`config.mk`:
```
export PLATFORM = sky130hd
export DESIGN_NAME = sensor_frame_serializer
export DESIGN_NICKNAME = d
export VERILOG_FILES = /design/src/rtl/sensor_frame_serializer.sv
export SDC_FILE = /design/constraint.sdc
export NUM_CORES = 1
export LEC_CHECK = 0
export ABC_AREA = 1
export CAP_MARGIN = 40
export CORE_ASPECT_RATIO = 1.2
export CORE_MARGIN = 2
export CORE_UTILIZATION = 33
export DETAILED_ROUTE_END_ITERATION = 10
export GPL_TIMING_DRIVEN = 1
export HOLD_SLACK_MARGIN = 0.02
export PLACE_DENSITY = 0.58
export SYNTH_ARGS = -nofsm -noshare
export SYNTH_HDL_FRONTEND = slang
export SYNTH_SLANG_ARGS = --single-unit
```
`constraint.sdc`:
```
create_clock -name clk -period 1.63 [get_ports clk]
set_input_delay 0.163 -clock clk [delete_from_list [all_inputs] [get_ports clk]]
set_output_delay 0.163 -clock clk [all_outputs]
set_load 0.005 [all_outputs]
```
`src/rtl/sensor_frame_serializer.sv`:
```
// Sensor framer: takes a DATA_W sample on valid/ready, builds
// {parity, [seq], data, HEADER} and shifts it out LSB first.
// After each frame it holds GAP_CYCLES idle cycles.
// Optional feature: define SENSOR_SEQ_NUM_EN to insert a SEQ_W
// sequence counter between parity and data (covered by parity).
// Ports:
//   clk, reset           clock, synchronous active-high reset
//   data_in[DATA_W]      sample
//   data_in_valid        sample present
//   data_in_ready        block accepts (IDLE only)
//   data_out             serial frame bit (0 when not valid)
//   data_valid           data_out carries a frame bit
//   frame_start          pulse with the first header bit
//   busy                 high while sending or in the gap
module sensor_frame_serializer #(
    parameter int              DATA_W     = 8,
    parameter int              HDR_W      = 3,
    parameter logic [HDR_W-1:0] HEADER    = 3'b101,
    parameter int              GAP_CYCLES = 4,
    parameter bit              PARITY_ODD = 1'b0,
    parameter int              SEQ_W      = 4
) (
    input  logic              clk,
    input  logic              reset,
    input  logic [DATA_W-1:0] data_in,
    input  logic              data_in_valid,
    output logic              data_in_ready,
    output logic              data_out,
    output logic              data_valid,
    output logic              frame_start,
    output logic              busy
);

`ifdef SENSOR_SEQ_NUM_EN
    localparam int SEQ_BITS = SEQ_W;
`else
    // no counter: the seq field collapses to zero width
    localparam int SEQ_BITS = 0 * SEQ_W;
`endif

    localparam int PAY_W   = DATA_W + SEQ_BITS;
    localparam int FRAME_W = HDR_W + PAY_W + 1;
    localparam int CNT_MAX = (FRAME_W > GAP_CYCLES) ? FRAME_W : GAP_CYCLES;
    localparam int CNT_W   = $clog2(CNT_MAX + 1);

    typedef enum logic [1:0] {
        S_IDLE = 2'd0,
        S_SEND = 2'd1,
        S_GAP  = 2'd2
    } state_t;

    state_t             state_q, state_d;
    logic [FRAME_W-1:0] shreg_q, shreg_d;
    logic [CNT_W-1:0]   cnt_q, cnt_d;
    logic               ready_d, dout_d, dv_d, fs_d, busy_d;

    logic [PAY_W-1:0]   payload;
    logic               parity;
    logic [FRAME_W-1:0] frame;
    logic               accept;

    assign accept = (state_q == S_IDLE) & data_in_valid & data_in_ready;

`ifdef SENSOR_SEQ_NUM_EN
    logic [SEQ_W-1:0] seq_q;

    // frame carries the current count; advance once it is latched
    always_ff @(posedge clk) begin
        if (reset) begin
            seq_q <= '0;
        end else if (accept) begin
            seq_q <= seq_q + SEQ_W'(1);
        end
    end

    assign payload = {seq_q, data_in};
`else
    assign payload = data_in;
`endif

    assign parity = PARITY_ODD ? ~^payload : ^payload;
    assign frame  = {parity, payload, HEADER};

    // cnt_q counts frame bits already on the wire in SEND,
    // and elapsed gap cycles in GAP
    always_comb begin
        state_d = state_q;
        shreg_d = shreg_q;
        cnt_d   = cnt_q;
        ready_d = 1'b0;
        dout_d  = 1'b0;
        dv_d    = 1'b0;
        fs_d    = 1'b0;
        busy_d  = 1'b0;

        unique case (state_q)
            S_IDLE: begin
                ready_d = 1'b1;
                if (accept) begin
                    state_d = S_SEND;
                    // bit 0 goes out straight away; the rest waits
                    shreg_d = frame >> 1;
                    cnt_d   = CNT_W'(1);
                    dout_d  = frame[0];
                    dv_d    = 1'b1;
                    fs_d    = 1'b1;
                    busy_d  = 1'b1;
                    ready_d = 1'b0;
                end
            end
            S_SEND: begin
                busy_d = 1'b1;
                if (cnt_q == CNT_W'(FRAME_W)) begin
                    if (GAP_CYCLES == 0) begin
                        state_d = S_IDLE;
                        cnt_d   = '0;
                        busy_d  = 1'b0;
                        ready_d = 1'b1;
                    end else begin
                        state_d = S_GAP;
                        cnt_d   = CNT_W'(1);
                    end
                end else begin
                    dout_d  = shreg_q[0];
                    shreg_d = shreg_q >> 1;
                    dv_d    = 1'b1;
                    cnt_d   = cnt_q + CNT_W'(1);
                end
            end
            S_GAP: begin
                busy_d = 1'b1;
                if (cnt_q == CNT_W'(GAP_CYCLES)) begin
                    state_d = S_IDLE;
                    cnt_d   = '0;
                    busy_d  = 1'b0;
                    ready_d = 1'b1;
                end else begin
                    cnt_d = cnt_q + CNT_W'(1);
                end
            end
            default: begin
                state_d = S_IDLE;
                cnt_d   = '0;
            end
        endcase
    end

    always_ff @(posedge clk) begin
        if (reset) begin
            state_q       <= S_IDLE;
            shreg_q       <= '0;
            cnt_q         <= '0;
            data_in_ready <= 1'b1;
            data_out      <= 1'b0;
            data_valid    <= 1'b0;
            frame_start   <= 1'b0;
            busy          <= 1'b0;
        end else begin
            state_q       <= state_d;
            shreg_q       <= shreg_d;
            cnt_q         <= cnt_d;
            data_in_ready <= ready_d;
            data_out      <= dout_d;
            data_valid    <= dv_d;
            frame_start   <= fs_d;
            busy          <= busy_d;
        end
    end

endmodule
```
==> insert_results.sql, run 1 <==
INSERT INTO impl_metrics (metric_group, metric, value, unit) VALUES
('clocking', 'cts_htree_levels', '1', ''),
('setup_path', 'worst-setup-path-type', 'reg -> reg', ''),
('synthesis', 'synth_top_cells_by_area', 'sky130_fd_sc_hd__dfxtp_1, sky130_fd_sc_hd__nand2_1, sky130_fd_sc_hd__inv_1', ''),
('synthesis', 'yosysUniqueCellTypes', '23', ''),
('clocking', 'insertion_delay', '0.25', 'ns'),
('clocking', 'cts_hold_buffers', '0', ''),
('clocking', 'cts-root-buf', 'sky130_fd_sc_hd__clkbuf_8', ''),
('cells_and_area', 'final_nets', '198', ''),
('die', 'die_area', '0.00397', 'sq mm'),
('timing', 'max_slew_margin', '77.1', '%'),
('clocking', 'cts-root-to-sink-buffers', '2', ''),
('global_route', 'globalRoute.totalOverflow', '0', ''),
('synthesis', 'synth_top_area_cell', 'sky130_fd_sc_hd__dfxtp_1', ''),
('cells_and_area', 'layout_common_cells', 'sky130_fd_sc_hd__nand2_1, sky130_fd_sc_hd__inv_1, sky130_fd_sc_hd__dfxtp_1', ''),
('cells_and_area', 'final_cell_area', '0.00139', 'sq mm'),
('synthesis', 'ys_seq_area_share', '38.3', '%'),
('global_route', 'grt_pass1_vias', '890', ''),
('synthesis', 'yosys_warnings', '0', ''),
('clocking', 'postCtsResizedCells', '0', ''),
('job', 'max-cap-violations', '0', ''),
('timing', 'finalWorstPathRequiredPeriod', '1.47', 'ns'),
('clocking', 'cts_buffers', '3', ''),
('cells_and_area', 'antenna_diode_count', '0', ''),
('synthesis', 'gate_count_after_technology_mapping', '167', ''),
('placed_design', 'dpl-instance-area', '0.00134', 'sq mm'),
('timing', 'final-setup-viol-count', '0', ''),
('setup_path', 'arrival', '1.61', 'ns'),
('run_status', 'result_of_the_run', 'completed', ''),
('placed_design', 'placed_cells_incl_taps', '217', ''),
('worst_hold_path', 'min-delay-path-class', 'reg -> reg', ''),
('global_route', 'first_pass_grt_wire_length', '3590', 'um'),
('clocking', 'clk_pin_slew', '0.08', 'ns'),
('setup_path', 'cp_slowest_stage_delay', '0.36', 'ns'),
('setup_path', 'critical_path.slowest_cell', 'sky130_fd_sc_hd__dfxtp_1', ''),
('synthesis', 'synth.top_cell.area_share', '38.3', '%'),
('routing', 'drt-wirelength-per-cell', '10.5', 'um'),
('routing', 'drcViolationCount', '0', ''),
('timing', 'final_hold_viol_count', '0', ''),
('routing', 'routed_wl', '2320', 'um'),
('routing', 'vias', '1049', ''),
('clocking', 'post-cts-setup-buffer-count', '0', ''),
('global_route', 'antenna_found_initial', '0', ''),
('die', 'io_pins', '16', ''),
('setup_path', 'cp_top_family', 'simple AND/OR/NAND/NOR gates', ''),
('placed_design', 'routabilityCongestion', '0.897', ''),
('cells_and_area', 'final_layout_size_suffix_gt1_share', '12.0', '%'),
('global_route', 'maximum_number_of_pins_on_one_net_before_global_route_repair', '16', ''),
('cells_and_area', 'finalNonFillerCells', '221', ''),
('synthesis', 'syn-cell-area', '0.00115', 'sq mm'),
('setup_path', 'critPathCaptureType', 'register', ''),
('global_route', 'track_usage', '11.5', '%'),
('synthesis', 'postSynthNetCount', '180', ''),
('synthesis', 'synth.ff_latch_count', '22', ''),
('routing', 'detail_route.first_pass.iterations', '4', ''),
('setup_path', 'path_buf_inv', '1', ''),
('power', 'total_leakage_power', '0.000636', 'uW'),
('setup_path', 'critical_path_required', '1.76', 'ns'),
('setup_path', 'critPathMaxFanout', '5', ''),
('die', 'chipWidth', '57.9', 'um'),
('setup_path', 'critical_path.most_common_cell', 'sky130_fd_sc_hd__o21ai_0', ''),
('timing', 'grt_setup_unrepaired', 'false', ''),
('placed_design', 'port-buffer-count', '15', ''),
('timing', 'timing.final.max_slew_violations', '0', ''),
('routing', 'avgViaCountPerCell', '4.75', ''),
('timing', 'period_share', '90.4', '%'),
('routing', 'drt_first_iter_violations', '31', ''),
('global_route', 'globalRouteMet3Util', '1.12', '%'),
('cells_and_area', 'area_growth_syn_to_layout', '20.9', '%'),
('die', 'coreArea', '0.00334', 'sq mm'),
('timing', 'clock.fmax', '0.679', 'GHz'),
('timing', 'finalHoldWorstSlack', '0.452', 'ns');
layout make-up:
| type | instances | area [sq um] |
|---|---|---|
| flip-flops and latches | 22 | 440 |
| repair buffers | 17 | 165 |
| fillers | 364 | 1950 |
| clock buffers | 4 | 55.1 |
| well taps | 37 | 46.3 |
| multi-input cells | 116 | 584 |
| inverters | 25 | 98.8 |
worst paths after layout:
path	startpoint	to	slack (ns)	cells past startpoint
worst max register to register	cnt_q[0]	busy	0.16	7
worst min register to register	shreg_q[8]	shreg_q[8]	0.45	2
worst min-delay path	shreg_q[8]	shreg_q[8]	0.45	2
worst max-delay path	cnt_q[0]	busy	0.16	7
stage by stage:
step / utilization [%] / setup WS [ns] / power [uW]
2_1_floorplan: - / 0.300 / 1240
3_3_place_gp: 40.0 / 0.216 / 1410
3_5_place_dp: 40.0 / 0.190 / 1440
4_1_cts: 41.6 / 0.165 / 1820
5_1_grt: 41.6 / 0.0489 / 1930
6_report: 41.6 / 0.157 / 1810
worst reg2reg max path: cells and delay by family, from the launching register on:
kind / cells / cell delay, ns
and+or+nand+nor: 3 / 0.37
DFF: 1 / 0.36
AOI/OAI and AO/OA: 2 / 0.34
adders and majority gates: 1 / 0.19
buffers and inverters: 1 / 0.09
report_power, final:
group / internal [uW] / switching, uW
Sequential: 677 / 70.8
Clock: 215 / 168
Combinational: 259 / 416
Total: 1150 / 655
state kept, by name (all words and copies together), names as in the netlist:
| name | count |
|---|---|
| shreg_q | 11 |
| cnt_q | 4 |
| state_q | 2 |
| busy | 1 |
| data_in_ready | 1 |
| data_out | 1 |
| data_valid | 1 |
| frame_start | 1 |
synth_stat cells:
| cell | instances |
|---|---|
| sky130_fd_sc_hd__xnor2_1 | 1 |
| sky130_fd_sc_hd__o21a_1 | 1 |
| sky130_fd_sc_hd__nand3_2 | 2 |
| sky130_fd_sc_hd__a31oi_1 | 3 |
| sky130_fd_sc_hd__nand2_1 | 53 |
| sky130_fd_sc_hd__buf_2 | 3 |
| sky130_fd_sc_hd__inv_1 | 23 |
| sky130_fd_sc_hd__nand2_4 | 2 |
| sky130_fd_sc_hd__o21ai_2 | 1 |
| sky130_fd_sc_hd__nand2_2 | 3 |
| sky130_fd_sc_hd__a21oi_1 | 8 |
| sky130_fd_sc_hd__o21ai_0 | 17 |
| sky130_fd_sc_hd__inv_4 | 2 |
| sky130_fd_sc_hd__buf_6 | 1 |
| sky130_fd_sc_hd__o311ai_0 | 1 |
| sky130_fd_sc_hd__nor3_1 | 1 |
| sky130_fd_sc_hd__nor2_2 | 2 |
| sky130_fd_sc_hd__a21oi_2 | 4 |
| sky130_fd_sc_hd__xor2_1 | 1 |
| sky130_fd_sc_hd__ha_1 | 2 |
| sky130_fd_sc_hd__dfxtp_1 | 22 |
| sky130_fd_sc_hd__nor2_1 | 8 |
| sky130_fd_sc_hd__nand3_1 | 6 |
cell families after synthesis:
| kind of cell | count (synthesis) | synth area share [%] |
|---|---|---|
| buffers and inverters | 29 | 10.9 |
| and+or+nand+nor | 77 | 29.4 |
| AOI/OAI and AO/OA | 35 | 17.7 |
| xor gates and xnor gates | 2 | 1.52 |
| DFF | 22 | 38.3 |
| adders and majority gates | 2 | 2.18 |
routing by layer:
metal	share of wire [%]	wire, um
met5	0	0
met4	1.6	38
met3	3.9	91
met2	50	1170
met1	44	1020
(Power assumes the default switching activity.)
==> run 2: changes to the inputs <==
CORE_UTILIZATION = 57   (was 33)
PLACE_DENSITY = 0.88   (was 0.58)
clock period = 1.9 ns   (was 1.63 ns; I/O delays follow)
==> insert_results.sql, run 2 (synthesized netlist as in run 1, its figures left out) <==
INSERT INTO impl_metrics (metric_group, metric, value, unit) VALUES
('clocking', 'cts.sinks', '22', ''),
('cells_and_area', 'multi_input_comb_area', '584', 'sq um'),
('cells_and_area', 'nFillCells', '150', ''),
('power', 'total_leakage_power', '0.000631', 'uW'),
('setup_path', 'critical_path.slowest_cell', 'sky130_fd_sc_hd__dfxtp_1', ''),
('global_route', 'first_pass_grt_wire_length', '3910', 'um'),
('setup_path', 'cp_slowest_stage_delay', '0.42', 'ns'),
('routing', 'detail_route.first_pass.iterations', '4', ''),
('die', 'die_height', '53.2', 'um'),
('cells_and_area', 'registers.top_by_ff_count', 'shreg_q', ''),
('die', 'io_pins', '16', ''),
('timing', 'finalWorstPathRequiredPeriod', '1.51', 'ns'),
('cells_and_area', 'final_layout_size_suffix_gt1_share', '11.5', '%'),
('setup_path', 'crit_path_start_kind', 'register', ''),
('timing', 'grt_setup_unrepaired', 'false', ''),
('cells_and_area', 'largestRegisters', 'shreg_q: 11 flops, cnt_q: 4 flops, state_q: 2 flops', ''),
('routing', 'drt-wirelength-per-cell', '11.2', 'um'),
('setup_path', 'critical_path_required', '2.11', 'ns'),
('timing', 'period_share', '79.3', '%'),
('routing', 'drcViolationCount', '0', ''),
('global_route', 'maximum_number_of_pins_on_one_net_before_global_route_repair', '16', ''),
('global_route', 'globalRoute.totalOverflow', '0', ''),
('power', 'powerDensity', '1150', 'mW/mm^2'),
('setup_path', 'worst-setup-path-type', 'reg -> reg', ''),
('clocking', 'cts_buffers', '3', ''),
('timing', 'timing.final.max_slew_violations', '0', ''),
('die', 'placementRows', '17', ''),
('cells_and_area', 'layout_common_cells', 'sky130_fd_sc_hd__nand2_1, sky130_fd_sc_hd__inv_1, sky130_fd_sc_hd__dfxtp_1', ''),
('clocking', 'cts-root-buf', 'sky130_fd_sc_hd__clkbuf_4', ''),
('setup_path', 'cp_top_family', 'flip-flops', ''),
('clocking', 'insertion_delay', '0.31', 'ns'),
('timing', 'layout_setup_ws', '0.393', 'ns'),
('die', 'coreArea', '0.00187', 'sq mm'),
('clocking', 'cts_htree_levels', '1', ''),
('timing', 'final-setup-viol-count', '0', ''),
('cells_and_area', 'mostFrequentLayoutCell', 'sky130_fd_sc_hd__nand2_1', ''),
('clocking', 'clk_pin_slew', '0.12', 'ns'),
('timing', 'clock.fmax', '0.664', 'GHz'),
('routing', 'avgViaCountPerCell', '5.31', ''),
('die', 'chipWidth', '45', 'um'),
('timing', 'finalHoldWorstSlack', '0.464', 'ns'),
('clocking', 'cts-root-to-sink-buffers', '2', ''),
('cells_and_area', 'final_nets', '197', ''),
('timing', 'clock-skew-final', '0.00483', 'ns'),
('timing', 'max_slew_margin', '77.9', '%'),
('setup_path', 'critPathMaxFanout', '15', ''),
('job', 'max-cap-violations', '0', ''),
('die', 'floorplan.initialDensity', '61.4', '%'),
('setup_path', 'critical_path.most_common_cell', 'sky130_fd_sc_hd__nand2_4', ''),
('timing', 'final_hold_viol_count', '0', ''),
('placed_design', 'port-buffer-count', '15', ''),
('die', 'die_area', '0.00239', 'sq mm'),
('placed_design', 'dp_hpwl', '1800', 'um'),
('cells_and_area', 'largest_reg_flops', '11', ''),
('routing', 'routed_wl', '2260', 'um'),
('placed_design', 'pre_cts_slack', '0.404', 'ns'),
('placed_design', 'routabilityCongestion', '0.818', ''),
('setup_path', 'cp_cell_sequence', 'inv_1, ha_1, nand3_2, nand2_4, nand2_4, inv_4, o21ai_0, a21oi_1', ''),
('cells_and_area', 'antenna_diode_count', '0', ''),
('cells_and_area', 'flip_flop_and_latch_area', '440', 'sq um'),
('setup_path', 'arrival', '1.72', 'ns'),
('global_route', 'track_usage', '22.4', '%'),
('clocking', 'post-cts-setup-buffer-count', '0', ''),
('clocking', 'clock_tree_from_tritoncts', 'done', ''),
('worst_hold_path', 'min-delay-path-class', 'reg -> reg', ''),
('routing', 'drt_first_iter_violations', '20', ''),
('power', 'design_power_total', '1560', 'uW'),
('setup_path', 'path_buf_inv', '2', ''),
('setup_path', 'critPathCaptureType', 'register', ''),
('global_route', 'antenna_found_initial', '0', ''),
('routing', 'vias', '1072', ''),
('timing', 'final.setup.tns', '0', 'ns'),
('timing', 'slew_at_the_pin_closest_to_its_max_slew_limit', '0.331', 'ns'),
('global_route', 'grt_pass1_vias', '1035', ''),
('cells_and_area', 'area_growth_syn_to_layout', '18.1', '%'),
('power', 'irDropWorstVdd', '568', 'uV'),
('routing', 'detail-route-antenna-nets', '0', ''),
('run_status', 'result_of_the_run', 'completed', ''),
('clocking', 'cts_hold_buffers', '0', ''),
('cells_and_area', 'finalNonFillerCells', '202', ''),
('placed_design', 'placed_cells_incl_taps', '198', ''),
('clocking', 'postCtsResizedCells', '0', '');
-- run 2: path summary, 6_finish.rpt --
check | start | to | slack, ns | cells after the start
max | cnt_q[0] | shreg_q[6] | 0.39 | 8
min reg2reg | shreg_q[9] | shreg_q[9] | 0.46 | 2
max reg2reg | cnt_q[0] | shreg_q[6] | 0.39 | 8
min | shreg_q[9] | shreg_q[9] | 0.46 | 2
-- run 2: report_power, final --
| group | switching, uW | leakage, uW | internal (uW) | total (uW) |
|---|---|---|---|---|
| registers | 63.1 | 0.000181 | 581 | 644 |
| logic | 349 | 0.000422 | 214 | 562 |
| clock network | 143 | 0.0000279 | 213 | 356 |
| total | 555 | 0.000631 | 1010 | 1560 |
-- run 2: cell type report --
class | instances | area share (%)
Clock buffer | 3 | 1.66
Clock inverter | 1 | 2.21
Inverter | 25 | 7.28
Multi-Input combinational cell | 116 | 43.0
Sequential cell | 22 | 32.4
Tap cell | 19 | 1.75
Timing Repair Buffer | 16 | 11.6
-- run 2: stage by stage --
step                      util, %  area [sq um]
final                        72.5          1360
after global routing         72.5          1360
after CTS                    72.5          1360
after detailed placement     69.7          1310
after global placement       69.7          1310
after floorplan                 -          1150
-- run 2: worst register-to-register path, cell delays in order, from the launching register on --
cell,delay [ns]
sky130_fd_sc_hd__dfxtp_1,0.42
sky130_fd_sc_hd__inv_1,0.08
sky130_fd_sc_hd__ha_1,0.22
sky130_fd_sc_hd__nand3_2,0.12
sky130_fd_sc_hd__nand2_4,0.07
sky130_fd_sc_hd__nand2_4,0.11
sky130_fd_sc_hd__inv_4,0.10
sky130_fd_sc_hd__o21ai_0,0.22
sky130_fd_sc_hd__a21oi_1,0.07
-- run 2: per-layer routing --
layer / vias to the layer above / global-route usage, % / wire [um]
li1: 558 / - / -
met1: 472 / 24.8 / 949
met4: 0 / 14.7 / 51
met2: 35 / 39.0 / 1160
met5: - / 0 / 0
met3: 7 / 2.73 / 103
==> run 3: changes to the inputs <==
CORE_UTILIZATION = 53   (was 57)
PLACE_DENSITY = 0.83   (was 0.88)
clock period = 1.4 ns   (was 1.9 ns; I/O delays follow)
==> insert_results.sql, run 3 (synthesized netlist as in run 1, its figures left out) <==
INSERT INTO impl_metrics (metric_group, metric, value, unit) VALUES
('routing', 'detail_route.wirelength.met1', '976', 'um'),
('placed_design', 'routabilityCongestion', '0.835', ''),
('cells_and_area', 'final_core_utilization', '70.5', '%'),
('worst_hold_path', 'min-delay-path-class', 'reg -> reg', ''),
('clocking', 'cts-root-to-sink-buffers', '2', ''),
('routing', 'drcViolationCount', '0', ''),
('cells_and_area', 'largestRegisters', 'shreg_q: 11 flops, cnt_q: 4 flops, state_q: 2 flops', ''),
('cells_and_area', 'area_growth_syn_to_layout', '25.7', '%'),
('global_route', 'track_usage', '20.5', '%'),
('clocking', 'cts_buffers', '3', ''),
('setup_path', 'cp_slowest_stage_delay', '0.50', 'ns'),
('cells_and_area', 'final_cell_area', '0.00145', 'sq mm'),
('setup_path', 'path_buf_inv', '1', ''),
('clocking', 'clk_pin_slew', '0.13', 'ns'),
('timing', 'clock-skew-final', '0.00474', 'ns'),
('clocking', 'cts.sinks', '22', ''),
('die', 'die_area', '0.00256', 'sq mm'),
('setup_path', 'critPathCaptureType', 'primary output', ''),
('setup_path', 'cp_top_family', 'buffers and inverters', ''),
('timing', 'final-setup-viol-count', '0', ''),
('job', 'max-cap-violations', '0', ''),
('setup_path', 'critPathMaxFanout', '2', ''),
('cells_and_area', 'nFillCells', '154', ''),
('timing', 'timing.final.max_slew_violations', '0', ''),
('cells_and_area', 'final_nets', '201', ''),
('setup_path', 'cp_cell_sequence', 'clkdlybuf4s50_1', ''),
('timing', 'final.setup.tns', '0', 'ns'),
('routing', 'drt-wirelength-per-cell', '10.7', 'um'),
('setup_path', 'critical_path.slowest_cell', 'sky130_fd_sc_hd__clkdlybuf4s50_1', ''),
('routing', 'detail_route.first_pass.iterations', '4', ''),
('timing', 'grt_setup_unrepaired', 'false', ''),
('routing', 'routed-wl-met3', '127', 'um'),
('routing', 'avgViaCountPerCell', '5.07', ''),
('placed_design', 'dp_hpwl', '1750', 'um'),
('placed_design', 'port-buffer-count', '15', ''),
('cells_and_area', 'final_layout_size_suffix_gt1_share', '17.1', '%'),
('cells_and_area', 'registers.top_by_ff_count', 'shreg_q', ''),
('global_route', 'globalRoute.totalOverflow', '0', ''),
('clocking', 'insertion_delay', '0.31', 'ns'),
('run_status', 'result_of_the_run', 'completed', ''),
('routing', 'wire_length_on_met2', '1170', 'um'),
('placed_design', 'placed_cells_incl_taps', '211', ''),
('setup_path', 'crit_path_start_kind', 'register', ''),
('cells_and_area', 'antenna_diode_count', '0', ''),
('clocking', 'cts-root-buf', 'sky130_fd_sc_hd__clkbuf_4', ''),
('cells_and_area', 'largest_reg_flops', '11', ''),
('global_route', 'first_pass_grt_wire_length', '3770', 'um'),
('clocking', 'clock_tree_from_tritoncts', 'done', ''),
('die', 'die_height', '55.0', 'um'),
('cells_and_area', 'mostFrequentLayoutCell', 'sky130_fd_sc_hd__nand2_1', ''),
('timing', 'max_slew_margin', '75.0', '%'),
('timing', 'finalHoldWorstSlack', '0.460', 'ns'),
('global_route', 'antenna_found_initial', '0', ''),
('routing', 'vias', '1100', ''),
('routing', 'routed_wl', '2320', 'um'),
('global_route', 'maximum_number_of_pins_on_one_net_before_global_route_repair', '16', ''),
('clocking', 'cts_htree_levels', '1', ''),
('timing', 'clock.fmax', '0.753', 'GHz'),
('setup_path', 'critical_path_required', '1.26', 'ns'),
('routing', 'detail-route-antenna-nets', '0', ''),
('routing', 'drt_first_iter_violations', '21', ''),
('power', 'irDropWorstVdd', '774', 'uV'),
('die', 'floorplan.initialDensity', '56.1', '%'),
('timing', 'slew_at_the_pin_closest_to_its_max_slew_limit', '0.370', 'ns'),
('timing', 'finalWorstPathRequiredPeriod', '1.33', 'ns'),
('die', 'io_pins', '16', ''),
('power', 'total_leakage_power', '0.000657', 'uW'),
('timing', 'final_hold_viol_count', '0', ''),
('setup_path', 'arrival', '1.19', 'ns'),
('routing', 'dr_top_layer', 'met4', ''),
('placed_design', 'dpl-instance-area', '0.00133', 'sq mm'),
('cells_and_area', 'layout_common_cells', 'sky130_fd_sc_hd__nand2_1, sky130_fd_sc_hd__inv_1, sky130_fd_sc_hd__dfxtp_1', ''),
('clocking', 'cts_hold_buffers', '0', ''),
('global_route', 'grt_pass1_vias', '933', ''),
('timing', 'period_share', '94.9', '%'),
('setup_path', 'worst-setup-path-type', 'reg -> out', ''),
('die', 'placementRows', '18', ''),
('die', 'coreArea', '0.00205', 'sq mm'),
('power', 'powerDensity', '1570', 'mW/mm^2'),
('cells_and_area', 'finalNonFillerCells', '217', ''),
('die', 'chipWidth', '46.5', 'um');
==> run 3: worst paths after layout <==
path                       from       endpoint  slack (ns)  cells past startpoint
hold reg to reg      shreg_q[5]     shreg_q[5]        0.46                      2
setup / recovery  data_in_ready  data_in_ready        0.07                      1
hold / removal       shreg_q[5]     shreg_q[5]        0.46                      2
setup reg to reg       cnt_q[0]     shreg_q[8]        0.10                      8
==> run 3: metal layers <==
| layer | track usage (%) | up-vias |
|---|---|---|
| met3 | 2.92 | 6 |
| met4 | 9.52 | 0 |
| li1 | - | 569 |
| met5 | 0 | - |
| met1 | 24.1 | 485 |
| met2 | 36.1 | 40 |
==> run 3: where the power goes <==
group	internal (uW)	switching (uW)
clock	289	202
sequential	794	77.8
combinational	359	543
total	1440	823
==> run 3: layout make-up <==
| class | instances | area [sq um] | share of cell area [%] |
|---|---|---|---|
| tap | 30 | 37.5 | 2.60 |
| multi-input combinational | 116 | 614 | 42.5 |
| clock buffer | 3 | 22.5 | 1.56 |
| clock inverter | 1 | 30.0 | 2.08 |
| timing repair buffer | 20 | 188 | 13.0 |
| inverter | 25 | 109 | 7.53 |
| sequential | 22 | 444 | 30.7 |
==> run 3: per-stage QoR <==
stage          setup WS, ns  total power (uW)
2_1_floorplan        0.0698              1440
3_3_place_gp         0.0456              1640
3_5_place_dp        0.00946              1680
4_1_cts              0.0204              2160
5_1_grt             0.00657              2430
6_report             0.0711              2260
==> run 3: worst reg2reg max path, delay by kind of cell, from the launching register on <==
| kind | cells | cell delay [ns] |
|---|---|---|
| buffers and inverters | 2 | 0.14 |
| AOI/OAI and AO/OA | 2 | 0.20 |
| adders and majority gates | 1 | 0.22 |
| and+or+nand+nor | 3 | 0.31 |
| DFF | 1 | 0.34 |
==> run 3: what timing repair did <==
item | 4_1_cts | 5_1_grt
cloned | 0 | 0
gates resized for setup | 1 | 15
endpoints found under the setup margin | 1 | 14
buffers inserted | 0 | 2
pin swaps | 0 | 0
